## src/rtl/load_align_unit_pkg.sv

```systemverilog
// Shared definitions for the load alignment unit: RV32I load funct3 codes,
// FSM state encoding and alignment helpers.
package load_align_unit_pkg;

    localparam logic [2:0] F3_LB  = 3'b000;
    localparam logic [2:0] F3_LH  = 3'b001;
    localparam logic [2:0] F3_LW  = 3'b010;
    localparam logic [2:0] F3_LBU = 3'b100;
    localparam logic [2:0] F3_LHU = 3'b101;

    typedef enum logic [1:0] {
        ST_IDLE  = 2'b00,
        ST_WAIT0 = 2'b01,
        ST_WAIT1 = 2'b10,
        ST_RESP  = 2'b11
    } state_t;

    function automatic logic f3_legal(input logic [2:0] f3);
        return (f3 == F3_LB) || (f3 == F3_LH) || (f3 == F3_LW) ||
               (f3 == F3_LBU) || (f3 == F3_LHU);
    endfunction

    function automatic logic is_half(input logic [2:0] f3);
        return (f3 == F3_LH) || (f3 == F3_LHU);
    endfunction

    // Natural alignment: halfwords on even addresses, words on multiples of 4.
    function automatic logic misaligned(input logic [2:0] f3, input logic [1:0] off);
        return (is_half(f3) && off[0]) || ((f3 == F3_LW) && (off != 2'b00));
    endfunction

    // Only accesses that cross into the next word need a second read.
    function automatic logic needs_split(input logic [2:0] f3, input logic [1:0] off);
        return (is_half(f3) && (off == 2'b11)) || ((f3 == F3_LW) && (off != 2'b00));
    endfunction

endpackage

```

## src/rtl/load_extend.sv

```systemverilog
// Combinational extractor: picks the byte/half/word at the byte offset from the
// little-endian pair {word1, word0} and sign- or zero-extends it.
module load_extend
    import load_align_unit_pkg::*;
(
    input  logic [31:0] word0,
    input  logic [31:0] word1,
    input  logic [1:0]  offset,
    input  logic [2:0]  funct3,
    output logic [31:0] data
);

    logic [31:0] shifted;

    assign shifted = 32'({word1, word0} >> {offset, 3'b000});

    always_comb begin
        data = '0;
        case (funct3)
            F3_LB:   data = {{24{shifted[7]}}, shifted[7:0]};
            F3_LH:   data = {{16{shifted[15]}}, shifted[15:0]};
            F3_LW:   data = shifted;
            F3_LBU:  data = {24'd0, shifted[7:0]};
            F3_LHU:  data = {16'd0, shifted[15:0]};
            default: data = '0;
        endcase
    end

endmodule

```

## src/rtl/load_align_unit.sv

```systemverilog
// Sequential load unit: fetches one or two aligned words over a valid/ack read
// port, extracts and extends the addressed datum, returns it over valid/ready.
module load_align_unit
    import load_align_unit_pkg::*;
#(
    parameter bit SPLIT_MISALIGNED = 1'b1,
    parameter int ADDR_W           = 32
) (
    input  logic              clk,
    input  logic              rst_n,
    input  logic              req_valid,
    output logic              req_ready,
    input  logic [ADDR_W-1:0] req_addr,
    input  logic [2:0]        req_funct3,
    output logic              mem_rd_en,
    output logic [ADDR_W-1:0] mem_addr,
    input  logic              mem_rd_valid,
    input  logic [31:0]       mem_rd_data,
    output logic              load_valid,
    input  logic              load_ready,
    output logic [31:0]       load_data,
    output logic              load_err
);

    state_t              state_reg, state_next;
    logic [ADDR_W-1:0]   addr_reg, addr_next;
    logic [2:0]          funct3_reg, funct3_next;
    logic [31:0]         word0_reg, word0_next;
    logic [31:0]         load_data_reg, load_data_next;
    logic                load_err_reg, load_err_next;

    logic [1:0]          offset;
    logic [ADDR_W-1:0]   word_addr;
    logic [ADDR_W-1:0]   word_addr_hi;
    logic [31:0]         ext_word0, ext_word1, ext_data;

    assign offset       = addr_reg[1:0];
    assign word_addr    = {addr_reg[ADDR_W-1:2], 2'b00};
    // Natural wrap at the top of the address space is intended.
    assign word_addr_hi = word_addr + ADDR_W'(4);

    // Feed the extractor straight from the bus on the beat that completes the load.
    assign ext_word0 = (state_reg == ST_WAIT0) ? mem_rd_data : word0_reg;
    assign ext_word1 = (state_reg == ST_WAIT1) ? mem_rd_data : 32'd0;

    load_extend u_extend (
        .word0  (ext_word0),
        .word1  (ext_word1),
        .offset (offset),
        .funct3 (funct3_reg),
        .data   (ext_data)
    );

    always_ff @(posedge clk) begin
        if (!rst_n) begin
            state_reg     <= ST_IDLE;
            addr_reg      <= '0;
            funct3_reg    <= '0;
            word0_reg     <= '0;
            load_data_reg <= '0;
            load_err_reg  <= 1'b0;
        end else begin
            state_reg     <= state_next;
            addr_reg      <= addr_next;
            funct3_reg    <= funct3_next;
            word0_reg     <= word0_next;
            load_data_reg <= load_data_next;
            load_err_reg  <= load_err_next;
        end
    end

    always_comb begin
        state_next     = state_reg;
        addr_next      = addr_reg;
        funct3_next    = funct3_reg;
        word0_next     = word0_reg;
        load_data_next = load_data_reg;
        load_err_next  = load_err_reg;

        case (state_reg)
            ST_IDLE: begin
                if (req_valid) begin
                    addr_next      = req_addr;
                    funct3_next    = req_funct3;
                    load_data_next = '0;
                    if (!f3_legal(req_funct3) ||
                        (!SPLIT_MISALIGNED && misaligned(req_funct3, req_addr[1:0]))) begin
                        load_err_next = 1'b1;
                        state_next    = ST_RESP;
                    end else begin
                        load_err_next = 1'b0;
                        state_next    = ST_WAIT0;
                    end
                end
            end
            ST_WAIT0: begin
                if (mem_rd_valid) begin
                    word0_next = mem_rd_data;
                    if (needs_split(funct3_reg, offset)) begin
                        state_next = ST_WAIT1;
                    end else begin
                        load_data_next = ext_data;
                        state_next     = ST_RESP;
                    end
                end
            end
            ST_WAIT1: begin
                if (mem_rd_valid) begin
                    load_data_next = ext_data;
                    state_next     = ST_RESP;
                end
            end
            ST_RESP: begin
                if (load_ready) begin
                    state_next = ST_IDLE;
                end
            end
            default: state_next = ST_IDLE;
        endcase
    end

    assign req_ready  = (state_reg == ST_IDLE);
    assign mem_rd_en  = (state_reg == ST_WAIT0) || (state_reg == ST_WAIT1);
    assign mem_addr   = (state_reg == ST_WAIT0) ? word_addr :
                        (state_reg == ST_WAIT1) ? word_addr_hi : '0;
    assign load_valid = (state_reg == ST_RESP);
    assign load_data  = load_data_reg;
    assign load_err   = load_err_reg;

endmodule

```

## config.mk

```make
export PLATFORM = sky130hd
export DESIGN_NAME = load_align_unit
export DESIGN_NICKNAME = d
export VERILOG_FILES = /design/src/rtl/load_align_unit_pkg.sv /design/src/rtl/load_extend.sv /design/src/rtl/load_align_unit.sv
export SDC_FILE = /design/constraint.sdc
export NUM_CORES = 1
export LEC_CHECK = 0
export CAP_MARGIN = 15
export CORE_UTILIZATION = 35
export DETAILED_ROUTE_END_ITERATION = 12
export PLACE_DENSITY = 0.71
export SYNTH_ARGS = -nofsm -noshare
export SYNTH_HDL_FRONTEND = slang
export SYNTH_SLANG_ARGS = --single-unit
```

## constraint.sdc

```tcl
create_clock -name clk -period 3.3 [get_ports clk]
set_input_delay 0.495 -clock clk [delete_from_list [all_inputs] [get_ports clk]]
set_output_delay 0.495 -clock clk [all_outputs]
set_load 0.02 [all_outputs]
```

==> run_results.csv, run 1 <==
group,metric,value,unit
outcome,status,"complete, no violations",
synth,ys.flop_type,"dfxtp_1",
finish,fin_cells,1089,
pwr,power_density,658,mW/mm2
synth,synth_area_leaders,"dfxtp_1, nand2_1, a21oi_1",
clock_network,h-tree-depth,3,
worst_setup_path,crit_chain,"inv_1 > ha_2 > nand3b_1 > or2_2 > nor3_1 > xnor2_1 > nor2_1 > clkdlybuf4s50_1",
floorplanning,die_w,133,um
pwr,p_leak,2.86,nW
global_route,grt_pass1_wl,29100,um
synth,synth_seq_cells,102,
finish,diodes,0,
placement,place_ws,0.152,ns
finish,nets,941,
worst_setup_path,path_buf_inv,2,
timing,fmax,0.318,GHz
routing,routed_wl,18000,um
worst_setup_path,required,2.80,ns
run,drv_cap,0,
finish,multi_input_area,0.00362,mm2
placement,port_buffers,137,
worst_setup_path,cp_slowest_stage_delay,0.61,ns
clock_network,cts_tree,"yes",
worst_setup_path,r2r_setup_slack,0.48,ns
timing,finalHoldViolCount,0,
synth,synth_cell_type_count,62,
global_route,first_global_vias,5425,
synth,synth_top_family_by_area,"simple AND/OR/NAND/NOR gates",
synth,synth_simple_gate_area_share,22.3,%
routing,wl_per_cell,16.6,um
timing,skew,0.0116,ns
synth,synth_xor_area_share,2.34,%
finish,fillerInstances,1628,
floorplanning,coreArea,0.0166,mm2
global_route,track_usage,20.7,%
worst_setup_path,critPathLaunchType,"register",
worst_setup_path,arrival,2.65,ns
timing,fin_crit,3.15,ns
synth,synth_mux_area_share,12.2,%
timing,worst_slack,0.153,ns
clock_network,cts_buffers,9,
floorplanning,start_util,36.0,%
routing,num_vias,5779,
pwr,vdd_drop_max,0.380,mV
routing,drt_iter0_drc,361,
synth,synth-async-reset-ratio,0,%
global_route,grt_overflow,0,
floorplanning,ioPinCount,140,
floorplanning,die_y,133,um
timing,worst_pin_slew,0.882,ns
synth,netlist.top_cell.by_area,"dfxtp_1",
routing,avgViaCountPerCell,5.31,
routing,ant_nets,0,
synth,synth_compound_area_share,22.0,%
pwr,total_power,0.00517,W
worst_setup_path,cp_max_fo,4,
worst_setup_path,slowest_stage,"clkdlybuf4s50_1",
floorplanning,die-area,0.0177,mm2
synth,yosysWarnings,0,
timing,slew_headroom,41.2,%
clock_network,path_clk_slew,0.07,ns
timing,rsz0062_at_grt,"true",
synth,syn_avg_cell_area,7.93,um2
worst_setup_path,crit_type,"register to output pin",
clock_network,clk_latency,0.36,ns
placement,dp_hpwl,12600,um
finish,area_growth,31.1,%
placement,dp.cells,1072,
worst_setup_path,cp_top_family,"simple AND/OR/NAND/NOR gates",
finish,final_layout_size_suffix_gt1_share,12.8,%
routing,drc,0,
finish,ff_latch_area,0.00204,mm2
synth,ys_seq_area_share,34.1,%
clock_network,cts_hold_buf,0,
synth,syn_area,0.00599,mm2
timing,setup_viol,0,
worst_setup_path,end_kind,"output pin",
synth,synth_top_area_share,34.1,%
synth,synth.most_common_cell,"nand2_1",
routing,first_pass_iters,7,
timing,fin_crit_sh,95.4,%
synth,synthCells,756,
global_route,antenna_found_initial,1,
worst_hold_path,min_path_type,"register to register",
synth,synth_edf_count,0,
timing,slew_violations,0,
global_route,grt_start_max_net_pins,60,
floorplanning,rows,47,
synth,synthAdderAreaFrac,1.04,%
clock_network,clkSinkCount,102,
synth,synth_commonest_cells,"nand2_1, dfxtp_1, a21oi_1",
clock_network,root_buffer,"clkbuf_16",
placement,gp_congestion,0.889,
clock_network,clock_path_buffers,2,
[cell type report]
type,count,area share [%]
tap,220,3.50
sequential,102,26.0
clock buffer,10,3.04
multi-input combinational,580,46.1
inverter,15,0.716
clock inverter,6,1.10
timing repair buffer,156,19.6
[layout by cell type (no fill, tap or decap), types with 3 or more instances in the layout]
master,Yosys,routed
a22oi_1,22,22
o211ai_1,12,12
inv_1,14,14
nand3_1,15,15
dfxtp_1,102,101
xnor2_1,10,10
nor3_1,6,5
nand2_1,172,172
a21o_1,8,8
xor2_1,6,6
clkdlybuf4s50_1,0,122
ha_1,5,4
o2bb2ai_1,15,15
clkbuf_16,0,9
nand2b_1,7,7
nand4_1,3,3
a21bo_2,7,7
mux4_2,8,8
o31ai_1,9,9
and2_1,6,6
a22o_1,3,3
nor4_4,2,3
dlymetal6s2s_1,0,8
mux2i_1,12,12
nor4_1,9,8
a21oi_1,98,98
o21ai_0,13,13
and3_1,5,5
nor2_1,50,50
nor2b_1,3,3
mux2_2,38,38
buf_4,6,17
or2_2,3,3
dlygate4sd2_1,0,3
[cell families (layout without fill, tap and decap cells)]
family,count (synthesis),after routing
buffers and inverters,75,187
multiplexers,58,58
AND/OR/NAND/NOR,297,297
flip-flops,102,102
other,1,2
AO/OA/AOI/OAI,202,202
adder cells (fa/ha/maj),5,5
XOR/XNOR,16,16
[power breakdown]
group	internal, W	switching (W)	leakage (nW)	total, W
sequential	0.00141	0.000146	0.830	0.00156
clock	0.000631	0.000536	0.160	0.00117
combinational	0.00101	0.00144	1.87	0.00244
[worst min-delay path: cells and delay by family (launching register included)]
family / cells / cell delay (ns)
AOI/OAI and AO/OA: 1 / 0.05
DFF: 1 / 0.31
and+or+nand+nor: 1 / 0.05
[through the flow]
| stage | util [%] | area (um2) | hold WS, ns | setup TNS (ns) |
|---|---|---|---|---|
| CTS | 47.0 | 7830 | 0.455 | -0.000117 |
| detailed placement | 45.0 | 7490 | 0.445 | 0 |
| global route | 47.2 | 7860 | 0.467 | -0.000295 |
| finish | 47.2 | 7860 | 0.454 | 0 |
| global placement | 45.0 | 7490 | 0.440 | 0 |
| floorplan | - | 6000 | 0.434 | 0 |
[worst paths after layout]
check           startpoint  cells past startpoint             to
min reg2reg  word0_reg[30]                      2  word0_reg[30]
max reg2reg   state_reg[1]                      9  load_data[29]
max           state_reg[1]                      8   mem_addr[14]
min          word0_reg[30]                      2  word0_reg[30]
[timing repair]
action,CTS,global route
cloned,0,0
endpoints found under the setup margin,15,13
gates resized for setup,9,17
setup buffers,1,0
[per-layer routing]
layer,GRT usage (%),share of wire [%],vias to the layer above
li1,-,-,2861
met1,28.5,47,2722
met2,32.9,46,178
met3,4.06,6.5,16
met4,5.56,1.2,2
met5,0,0.055,-
Note: power is estimated with default switching activity, not from simulation.
==> inputs of run 2 (changes only) <==
==> constraint.sdc (replaced) <==
create_clock -name clk -period 3.17 [get_ports clk]
set_input_delay 0.4755 -clock clk [delete_from_list [all_inputs] [get_ports clk]]
set_output_delay 0.4755 -clock clk [all_outputs]
set_load 0.01 [all_outputs]
==> run_results.csv, run 2 (synthesized netlist as in run 1, its figures left out) <==
group,metric,value,unit
timing,fmax,0.323,GHz
timing,fin_crit_sh,97.6,%
outcome,status,"complete, no violations",
finish,area_growth,31.9,%
pwr,power_density,666,mW/mm2
worst_setup_path,cp_slowest_stage_delay,0.59,ns
routing,first_pass_iters,6,
worst_setup_path,cp_top_family,"buffers and inverters",
clock_network,clk_latency,0.37,ns
timing,rsz0062_at_grt,"false",
clock_network,clock_path_buffers,2,
floorplanning,start_util,36.0,%
run,drv_cap,0,
routing,drt_iter0_drc,497,
global_route,first_global_vias,5433,
clock_network,cts_hold_buf,0,
finish,diodes,0,
timing,timing.hold.ws,0.454,ns
clock_network,path_clk_slew,0.08,ns
finish,mostFrequentLayoutCell,"nand2_1",
worst_setup_path,cp_max_fo,4,
finish,final_cell_mix,"nand2_1, clkdlybuf4s50_1, dfxtp_1",
timing,fin_crit,3.09,ns
timing,worst_pin_slew,0.884,ns
worst_setup_path,path_buf_inv,3,
worst_setup_path,arrival,2.62,ns
floorplanning,rows,47,
timing,setup_viol,0,
floorplanning,die_y,133,um
worst_hold_path,min_path_type,"register to register",
floorplanning,die_w,133,um
placement,gp_congestion,0.899,
routing,num_vias,5784,
finish,final_area,0.00790,mm2
timing,slew_violations,0,
worst_setup_path,end_kind,"output pin",
global_route,grt_start_max_net_pins,87,
global_route,track_usage,20.7,%
floorplanning,coreArea,0.0166,mm2
pwr,p_leak,2.78,nW
finish,fin_cells,1093,
finish,nets,945,
clock_network,h-tree-depth,3,
finish,fin_util,47.5,%
global_route,grt_pass1_wl,28900,um
clock_network,clkSinkCount,102,
placement,placed_area,0.00752,mm2
global_route,grt_overflow,0,
routing,wl_per_cell,16.5,um
timing,finalHoldViolCount,0,
global_route,antenna_found_initial,1,
floorplanning,ioPinCount,140,
clock_network,cts_tree,"yes",
routing,avgViaCountPerCell,5.29,
worst_setup_path,required,2.69,ns
placement,dp.cells,1075,
timing,skew,0.0193,ns
worst_setup_path,crit_type,"register to output pin",
finish,final_layout_size_suffix_gt1_share,14.1,%
pwr,total_power,0.00526,W
placement,port_buffers,137,
timing,slew_headroom,41.1,%
routing,ant_nets,0,
routing,routed_wl,18100,um
worst_setup_path,crit_chain,"inv_2 > ha_4 > nand3b_1 > nor4_2 > buf_4 > nand2_1 > o31ai_1 > clkdlybuf4s50_1",
finish,fillerInstances,1664,
worst_setup_path,critPathLaunchType,"register",
worst_setup_path,slowest_stage,"clkdlybuf4s50_1",
clock_network,cts_buffers,9,
floorplanning,die-area,0.0177,mm2
clock_network,root_buffer,"clkbuf_16",
routing,drc,0,
pwr,vdd_drop_max,0.328,mV
placement,dp_hpwl,12800,um
[run 2: final timing paths]
check           startpoint            end  slack, ns  depth (start not counted)
min          load_data[23]  load_data[23]       0.45                          2
min reg2reg  load_data[23]  load_data[23]       0.45                          2
max reg2reg   state_reg[0]  load_data[16]       0.62                          8
max           state_reg[1]   mem_addr[18]       0.08                          8
[run 2: power breakdown]
group	switching [W]	internal, W	leakage, nW
Sequential	0.000172	0.00147	0.830
Clock	0.000573	0.000567	0.152
Combinational	0.00140	0.00108	1.80
[run 2: area by class of cell]
class | count | area, um2 | area share [%]
Tap cell | 220 | 275 | 3.48
Clock inverter | 7 | 88.8 | 1.12
Timing Repair Buffer | 160 | 1560 | 19.8
Sequential cell | 102 | 2040 | 25.9
Clock buffer | 9 | 225 | 2.85
Inverter | 15 | 56.3 | 0.712
Multi-Input combinational cell | 580 | 3650 | 46.2
[run 2: tightest hold or removal path: stages (launching register included)]
cell	delay, ns
dfxtp_1	0.31
nand2_1	0.05
a21oi_1	0.05
[run 2: per-stage QoR]
step                setup WS, ns  TNS [ns]
finish                    0.0771         0
global route             0.00205         0
CTS                      -0.0339    -0.102
detailed placement         0.161         0
global placement           0.227         0
floorplan                  0.541         0
[run 2: repair_timing]
item | in CTS | in global routing
endpoints found under the setup margin | 10 | 16
gates resized for setup | 19 | 12
setup buffers | 2 | 0
pin swaps | 2 | 4
[run 2: per-layer routing]
| metal | up-vias | track usage (%) | routed length [um] |
|---|---|---|---|
| met4 | 2 | 6.39 | 315 |
| met1 | 2681 | 27.7 | 8020 |
| met3 | 23 | 4.79 | 1330 |
| met2 | 203 | 32.8 | 8400 |
| met5 | - | 0 | 15 |
| li1 | 2875 | - | - |
==> inputs of run 3 (changes only) <==
SETUP_SLACK_MARGIN = 0.4   (was not set)
==> run_results.csv, run 3 (synthesized netlist as in run 1, its figures left out) <==
group,metric,value,unit
outcome,status,"complete, no violations",
clock_network,clock_path_buffers,2,
clock_network,clk_latency,0.37,ns
pwr,power_density,672,mW/mm2
global_route,track_usage,21.0,%
timing,skew,0.0185,ns
worst_setup_path,worst-r2r-cell-count,9,
routing,routed_wl,18600,um
placement,dp_hpwl,12800,um
worst_setup_path,cp_slowest_stage_delay,0.45,ns
routing,ant_nets,0,
global_route,antenna_found_initial,1,
timing,rsz0062_at_grt,"true",
worst_hold_path,min_from,"load_data[23]",
clock_network,root_buffer,"clkbuf_16",
finish,mostFrequentLayoutCell,"nand2_1",
timing,fmax,0.356,GHz
global_route,grt_overflow,0,
pwr,combPwrFrac,48.8,%
worst_setup_path,required,2.69,ns
clock_network,h-tree-depth,3,
finish,nets,958,
worst_setup_path,crit_chain,"inv_2 > ha_4 > nand3b_1 > nor4_4 > buf_4 > nand3_4 > buf_6 > or4_1 > nand2_1 > buf_2",
finish,area_growth,35.7,%
floorplanning,rows,47,
worst_setup_path,critPathLaunchType,"register",
clock_network,cts_buffers,9,
routing,drt_iter0_drc,564,
global_route,grt_start_max_net_pins,87,
timing,slew_violations,0,
floorplanning,die_w,133,um
clock_network,clkSinkCount,102,
floorplanning,die-area,0.0177,mm2
pwr,vdd_drop_max,0.357,mV
worst_hold_path,min_path_type,"register to register",
worst_setup_path,slowest_stage,"or4_1",
worst_hold_path,hold_depth,2,
global_route,use_met3,5.10,%
worst_setup_path,worstReg2RegStart,"state_reg[1]",
floorplanning,start_util,36.0,%
timing,timing.hold.ws,0.455,ns
clock_network,path_clk_slew,0.08,ns
pwr,power.share.switching,40.6,%
timing,fin_crit_sh,88.7,%
finish,final_cell_mix,"nand2_1, clkdlybuf4s50_1, a21oi_1",
finish,diodes,0,
worst_setup_path,crit_type,"register to output pin",
pwr,clkPwrFrac,20.9,%
floorplanning,coreArea,0.0166,mm2
worst_setup_path,r2r-end,"load_data[26]",
run,drv_cap,0,
pwr,pwr-share-seq,30.3,%
global_route,first_global_vias,5543,
timing,fin_crit,2.81,ns
global_route,met2_usage,33.3,%
worst_hold_path,worstHoldEndpoint,"load_data[23]",
timing,finalHoldViolCount,0,
worst_setup_path,r2r_setup_slack,0.55,ns
pwr,p_leak,2.93,nW
timing,slew_headroom,43.6,%
floorplanning,die_y,133,um
clock_network,cts_tree,"yes",
pwr,power.internal,0.00324,W
routing,wl_per_cell,16.9,um
routing,first_pass_iters,5,
global_route,gr-max-usage-layer,"met2",
global_route,grtUsageMet1,27.8,%
worst_setup_path,arrival,2.34,ns
timing,worst_pin_slew,0.847,ns
routing,drc,0,
worst_setup_path,cp_max_fo,4,
placement,port_buffers,137,
worst_setup_path,end_kind,"output pin",
routing,avgViaCountPerCell,5.37,
timing,setup_viol,0,
timing,tns,0,ns
pwr,p_sw,0.00222,W
finish,final_layout_size_suffix_gt1_share,18.3,%
global_route,grt_pass1_wl,29400,um
floorplanning,ioPinCount,140,
placement,gp_congestion,0.899,
routing,num_vias,5936,
==> run 3: cell types whose count changed in the layout (fill, tap and decap cells not counted), sizes merged <==
cell / change
dlygate4sd2: +7
dlymetal6s2s: -1
clkdlybuf4s15: -2
clkdlybuf4s50: -12
buf: +20
clkbuf: +1
==> run 3: area by class of cell <==
cell class                      instances  area [um2]
Fill cell                            1636        8510
Clock buffer                            9         225
Tap cell                              220         275
Inverter                               15        56.3
Multi-Input combinational cell        580        3750
Clock inverter                          7        88.8
Sequential cell                       102        2060
Timing Repair Buffer                  173        1680
==> run 3: timing repair <==
item / in CTS / in global routing
hold endpoints to repair: 0 / 0
hold buffers: 0 / 0
setup endpoints to repair: 45 / 23
gates resized for setup: 74 / 30
buffers inserted: 10 / 4
pin swaps: 15 / 9
cloned: 0 / 1
==> run 3: worst max path at each step <==
stage                    to         start  slack, ns  cells after the start
3_3_place_gp   mem_addr[31]  state_reg[1]       0.23                      8
6_report       mem_addr[26]  state_reg[1]       0.36                     10
4_1_cts        mem_addr[25]  state_reg[1]       0.21                     10
5_1_grt        mem_addr[19]  state_reg[1]       0.25                     10
2_1_floorplan  mem_addr[31]  state_reg[1]       0.54                      9
3_5_place_dp   mem_addr[25]  state_reg[1]       0.16                      8
==> run 3: worst max-delay path, delay by kind of cell, from the launching register on <==
family / cells / cell delay, ns
DFF: 1 / 0.34
buffers and inverters: 4 / 0.48
adders and majority gates: 1 / 0.16
and+or+nand+nor: 5 / 1.01
==> run 3: through the flow <==
step                      instances  cell area, um2  total power, W  setup WS [ns]  util (%)
after CTS                      1101            7970         0.00533          0.205      47.9
after global routing           1106            8130         0.00579          0.245      48.9
after global placement         1075            7520         0.00408          0.227      45.2
after floorplan                 757            6000         0.00332          0.541         -
final                          1106            8130         0.00546          0.357      48.9
after detailed placement       1075            7520         0.00411          0.161      45.2
==> run 3: per-layer routing <==
layer	share of wire, %	up-vias
met5	0.080	-
met4	2.3	2
met3	7.6	38
met2	46	224
met1	44	2769
li1	-	2903
==> run 3: power by group through the flow <==
stage | registers (W) | clock network, W | logic, W
after floorplan | 0.00164 | 0 | 0.00169
after global placement | 0.00166 | 0 | 0.00242
after detailed placement | 0.00167 | 0 | 0.00244
after CTS | 0.00164 | 0.00117 | 0.00251
after global routing | 0.00168 | 0.00122 | 0.00289
final | 0.00165 | 0.00114 | 0.00266
==> edit 1, RTL diff (config.mk and constraints of run 1) <==
Make the reset (`rst_n`) asynchronous in one clocked block.
--- a/src/rtl/load_align_unit.sv
+++ b/src/rtl/load_align_unit.sv
@@ -51,7 +51,7 @@
         .data   (ext_data)
     );
 
-    always_ff @(posedge clk) begin
+    always_ff @(posedge clk or negedge rst_n) begin
         if (!rst_n) begin
             state_reg     <= ST_IDLE;
             addr_reg      <= '0;
Formal check against the unedited RTL: differs if rst_n is asserted again (counterexample within 4 cycles, from zero or initial values and one cycle with rst_n low); with rst_n held inactive, the same outputs for 4 cycles.
==> edit 1 against run 1 <==
  * Cell count down 17%
  * Setup slack worse by 0.028 ns
  * Critical path type unchanged
  * Routed wire length down 8.1%
  * Final area up 0.51%
  * Clock skew down 0.0041 ns
  * Total power up 53%
  * Highest routed layer is now met4
  * Synthesized area up 0.31%
  * Sequential cell count unchanged
  * Global-route usage down 1.6 points
  * Combinational power up 87%
==> edit 1: results (changes against run 1) <==
| Metric | Value |
|---|---|
| Status | `complete, no violations` |
| Hold WC Path Type | `primary input to asynchronous set/reset pin` |
| Total GRT Usage | `19.17% (-1.6 points)` |
| Worst skew pair latency | `0.34 ns (-0.02 ns)` |
| # diodes | `1 (+1)` |
| Fraction of synthesized area in multiplexers | `20.83% (+8.7 points)` |
| GR Util met1 | `25.99% (-2.5 points)` |
| NonClk Buf Share | `18.99% (-0.61 points)` |
| Post-synthesis xor/xnor area fraction | `3.496% (+1.2 points)` |
| Synth Area in Adders | `1.041% (-0.0033 points)` |
| Resize count post-CTS | `4 (-5)` |
| Post-CTS Setup Inserts | `0 (-1)` |
| Number of nets in the layout | `754 (-20%)` |
| First drt pass iteration count | `5 (-2)` |
| Area Growth Syn to Fin | `31.40%` |
| Signal inverters | `8 (-7)` |
| Non-clock buffers | `153 (-1.9%)` |
| Synth cell count leaders | `dfrtp_1, mux2_2, nand2_1, o21ai_0, nor2_1` |
| Clock skew | `0.007445 ns (-0.004147 ns)` |
| Post-synthesis compound-gate area fraction | `14.96% (-7.1 points)` |
| Final WS setup | `0.1254 ns (-0.02786 ns)` |
| Worst Tran Pin Value | `1.059 ns (+0.1772 ns)` |
| Synth unique cells | `56 (-9.7%)` |
| Critical path destination | `mem_addr[26]` |
| Met3 WL | `921 um (-21%)` |
| Clkbuf count | `11 (+1)` |
| Crit Path Max Fanout | `9 (+5)` |
| Fraction of area in multi-input gates | `41.35% (-4.7 points)` |
| Asr flop ratio synth | `100.0% (+100 points)` |
| Pre-CTS setup slack | `0.3274 ns (+0.1755 ns)` |
| Vias/cell | `5.423 (+2.2%)` |
| GPL Wtd Cong | `0.8684 (-2.3%)` |
| Count of multi-input gates | `403 (-31%)` |
| First-pass GRT wire length | `26.70 mm (-8.2%)` |
| Fill count | `1506 (-7.5%)` |
| ClkCell Share | `3.405% (-0.73 points)` |
| Max VDD drop | `0.3695 mV (-2.7%)` |
| Synth top area cells | `dfrtp_1, mux2_2, mux2i_1` |
| Worst Setup SP | `addr_reg[2]` |
| WL/cell | `18.35 um (+11%)` |
| GR Util met3 | `3.602% (-0.46 points)` |
| Reg area | `2556 um^2 (+25%)` |
| Worst R2R Path Depth | `8 (-1)` |
| Critical Path AT | `2.68 ns (+0.03 ns)` |
[edit 1: cell types whose count changed in the layout (fill, tap and decap cells not counted), moves of 11 or more]
cell / before / now
nand2_1: 172 / 34
dfxtp_1: 101 / 0
dfrtp_1: 0 / 99
a21oi_1: 98 / 16
mux2_2: 38 / 68
a22oi_1: 22 / 0
o21ai_0: 13 / 34
nor2b_1: 3 / 23
a211oi_1: 2 / 21
nor2_1: 50 / 31
a221o_1: 0 / 16
mux2i_1: 12 / 24
clkdlybuf4s50_1: 122 / 133
[edit 1: worst register-to-register path, delay by kind of cell, from the launching register on]
family                     cells  cell delay (ns)
muxes                          2             0.86
AOI/OAI and AO/OA              2             0.55
buffers and inverters          2             0.53
DFF                            1             0.41
adders and majority gates      1             0.20
and+or+nand+nor                1             0.16
[edit 1: power by group]
group          switching, uW  total, uW  internal [uW]
Combinational           2380       4560           2180
Sequential               579       2380           1800
Clock                    464        978            514
==> edit 2, RTL diff (flow settings as in run 1) <==
Without the edit above. Change the parameter `SPLIT_MISALIGNED` from 1'b1 to 1'b0.
--- a/src/rtl/load_align_unit.sv
+++ b/src/rtl/load_align_unit.sv
@@ -3,7 +3,7 @@
 module load_align_unit
     import load_align_unit_pkg::*;
 #(
-    parameter bit SPLIT_MISALIGNED = 1'b1,
+    parameter bit SPLIT_MISALIGNED = 1'b0,
     parameter int ADDR_W           = 32
 ) (
     input  logic              clk,
Check against the original RTL: not equivalent (a bounded check fails within 4 cycles, from zero or initial values and one cycle with rst_n low).
==> edit 2 against run 1 <==
  * Global-route usage is 0.25 points higher
  * Sequential cell count stayed put
  * Total power is 5.2% lower
  * Routed wire length is 1.0% higher
  * Synthesized area is 0.61% lower
  * Final area hardly changed
  * Setup slack worse by 0.0022 ns
  * Count of clock-buffer cells in the layout is 1 higher
  * Critical path type unchanged
==> edit 2: results (changes against run 1) <==
| Metric | Value |
|---|---|
| Synth unique cells | `62 (unchanged)` |
| Reg-to-Reg End | `load_data[31]` |
| Port buffer count | `137 (unchanged)` |
| Number of nets in the layout | `936 (-0.53%)` |
| # diodes | `0 (unchanged)` |
| Initial antenna violation count | `0 (-1)` |
| Post-DP HPWL | `12.86 mm (+2.1%)` |
| Final Critical Period | `3.149 ns (+0.002157 ns)` |
| Top sig layer | `met4` |
| Worst path top cell family by delay | `simple AND/OR/NAND/NOR gates` |
| Initial drt markers | `579 (+60%)` |
| Slew headroom | `43.12% (+1.9 points)` |
| Longest Clk Path Bufs | `2 (unchanged)` |
| Hold Slack | `0.4544 ns (+0.0008170 ns)` |
| H-tree Lvls | `3 (unchanged)` |
| Total GRT Usage | `20.97% (+0.25 points)` |
| Slowest CP cell | `clkdlybuf4s50_1` |
| Vias/cell | `5.364 (+1.1%)` |
| Finish-stage setup viols | `0 (unchanged)` |
| Warnings from Yosys | `0 (unchanged)` |
| Leak | `0.002868 uW (+0.17%)` |
| Status | `complete, no violations` |
| Pre-CTS setup slack | `0.3038 ns (+0.1520 ns)` |
| Met2 WL | `7.960 mm (-3.4%)` |
| Critical path destination | `mem_addr[12]` |
| Fill count | `1608 (-1.2%)` |
| Pin count of the biggest net entering global routing | `52 (-13%)` |
| Synth top area cells | `dfxtp_1, nand2_1, a21oi_1` |
| First-pass GRT wire length | `29.31 mm (+0.78%)` |
| Vias in the first global route | `5294 (-2.4%)` |
| Drt total wl | `18.22 mm (+1.0%)` |
| Setup slack, reg-to-reg | `0.36 ns (-0.12 ns)` |
| WL/cell | `16.86 um (+1.8%)` |
| Hold Violations, Final | `0 (unchanged)` |
| Max VDD drop | `0.2851 mV (-25%)` |
| Asr flop ratio synth | `0% (unchanged)` |
| Worst Setup SP | `state_reg[1]` |
| First drt pass iteration count | `5 (-2)` |
| Largest stage delay, worst path | `0.61 ns (about the same)` |
| Routed length on met1 | `8.633 mm (+2.7%)` |
| Synth cell count leaders | `nand2_1, dfxtp_1, a21oi_1` |
| Clock skew | `0.007640 ns (-0.003952 ns)` |
| Clock root buffer | `clkbuf_16` |
| Register area share after synthesis | `34.28% (+0.21 points)` |
| Synth Area per Inst | `7.996 um^2 (+0.86%)` |
| CTS Buf Count | `9 (unchanged)` |
| Main synth FF type | `dfxtp_1` |
| Layout cells sized above 1 | `12.20% (-0.58 points)` |
| Hold WC Path Type | `register to register` |
| GPL Wtd Cong | `0.8814 (-0.88%)` |
| Max Cap Viol | `0 (unchanged)` |
| Worst skew pair latency | `0.35 ns` |
| Inst Count DP | `1064 (-0.75%)` |
| Crit Path Max Fanout | `14 (+10)` |
| Met3 WL | `1.252 mm (+7.5%)` |
==> edit 2: what timing repair did <==
action	4_1_cts	5_1_grt
setup buffers	0	4
setup endpoints to repair	6	12
pin swaps	0	2
resized for setup	6	17
==> edit 2: per-layer routing <==
metal / vias to the layer above / global-route usage, %
li1: 2835 / -
met1: 2723 / 31.23
met2: 212 / 29.97
met3: 28 / 3.831
met4: 0 / 7.216
met5: - / 0
==> edit 2: tightest hold or removal path, delay by kind of cell (launching register included) <==
family / cells / cell delay (ns)
flops: 1 / 0.31
compound gates: 1 / 0.05
simple gates: 1 / 0.05
==> edit 2: area by class of cell <==
cell class                 instances  area [um^2]  area share [%]
inverter                          11        41.29          0.5248
tap                              220        275.3           3.499
timing repair buffer             160         1584           20.13
clock buffer                      11        242.7           3.085
sequential                       102         2043           25.97
clock inverter                     2        35.03          0.4453
multi-input combinational        575         3646           46.34
==> edit 2: worst min-delay path by stage <==
stage | start | to | depth (start not counted)
finish | word0_reg[25] | word0_reg[25] | 2
global route | word0_reg[21] | word0_reg[21] | 2
CTS | word0_reg[5] | word0_reg[5] | 2
detailed placement | word0_reg[5] | word0_reg[5] | 2
global placement | word0_reg[25] | word0_reg[25] | 2
floorplan | word0_reg[0] | word0_reg[0] | 2
==> edit 2: per-stage QoR <==
step                utilization [%]  setup TNS (ns)  cell area, um^2
finish                        47.44               0             7868
global route                  47.44               0             7868
CTS                           46.89        -0.01833             7776
detailed placement            45.09               0             7477
global placement              45.09               0             7477
floorplan                         -               0             5961
==> edit 2: kinds of logic after synthesis <==
logic type | after synthesis | share of synthesized area, %
XOR/XNOR | 24 | 3.529
AND/OR/NAND/NOR | 296 | 22.50
AO/OA/AOI/OAI | 189 | 20.52
other | 1 | 0.06295
buffers and inverters | 69 | 5.545
flip-flops | 102 | 34.28
multiplexers | 59 | 12.52
adder cells (fa/ha/maj) | 5 | 1.050
==> edit 2: report_power, final <==
| group | internal (uW) | switching, uW |
|---|---|---|
| Clock | 596 | 453 |
| Sequential | 1420 | 156 |
| Combinational | 947 | 1330 |
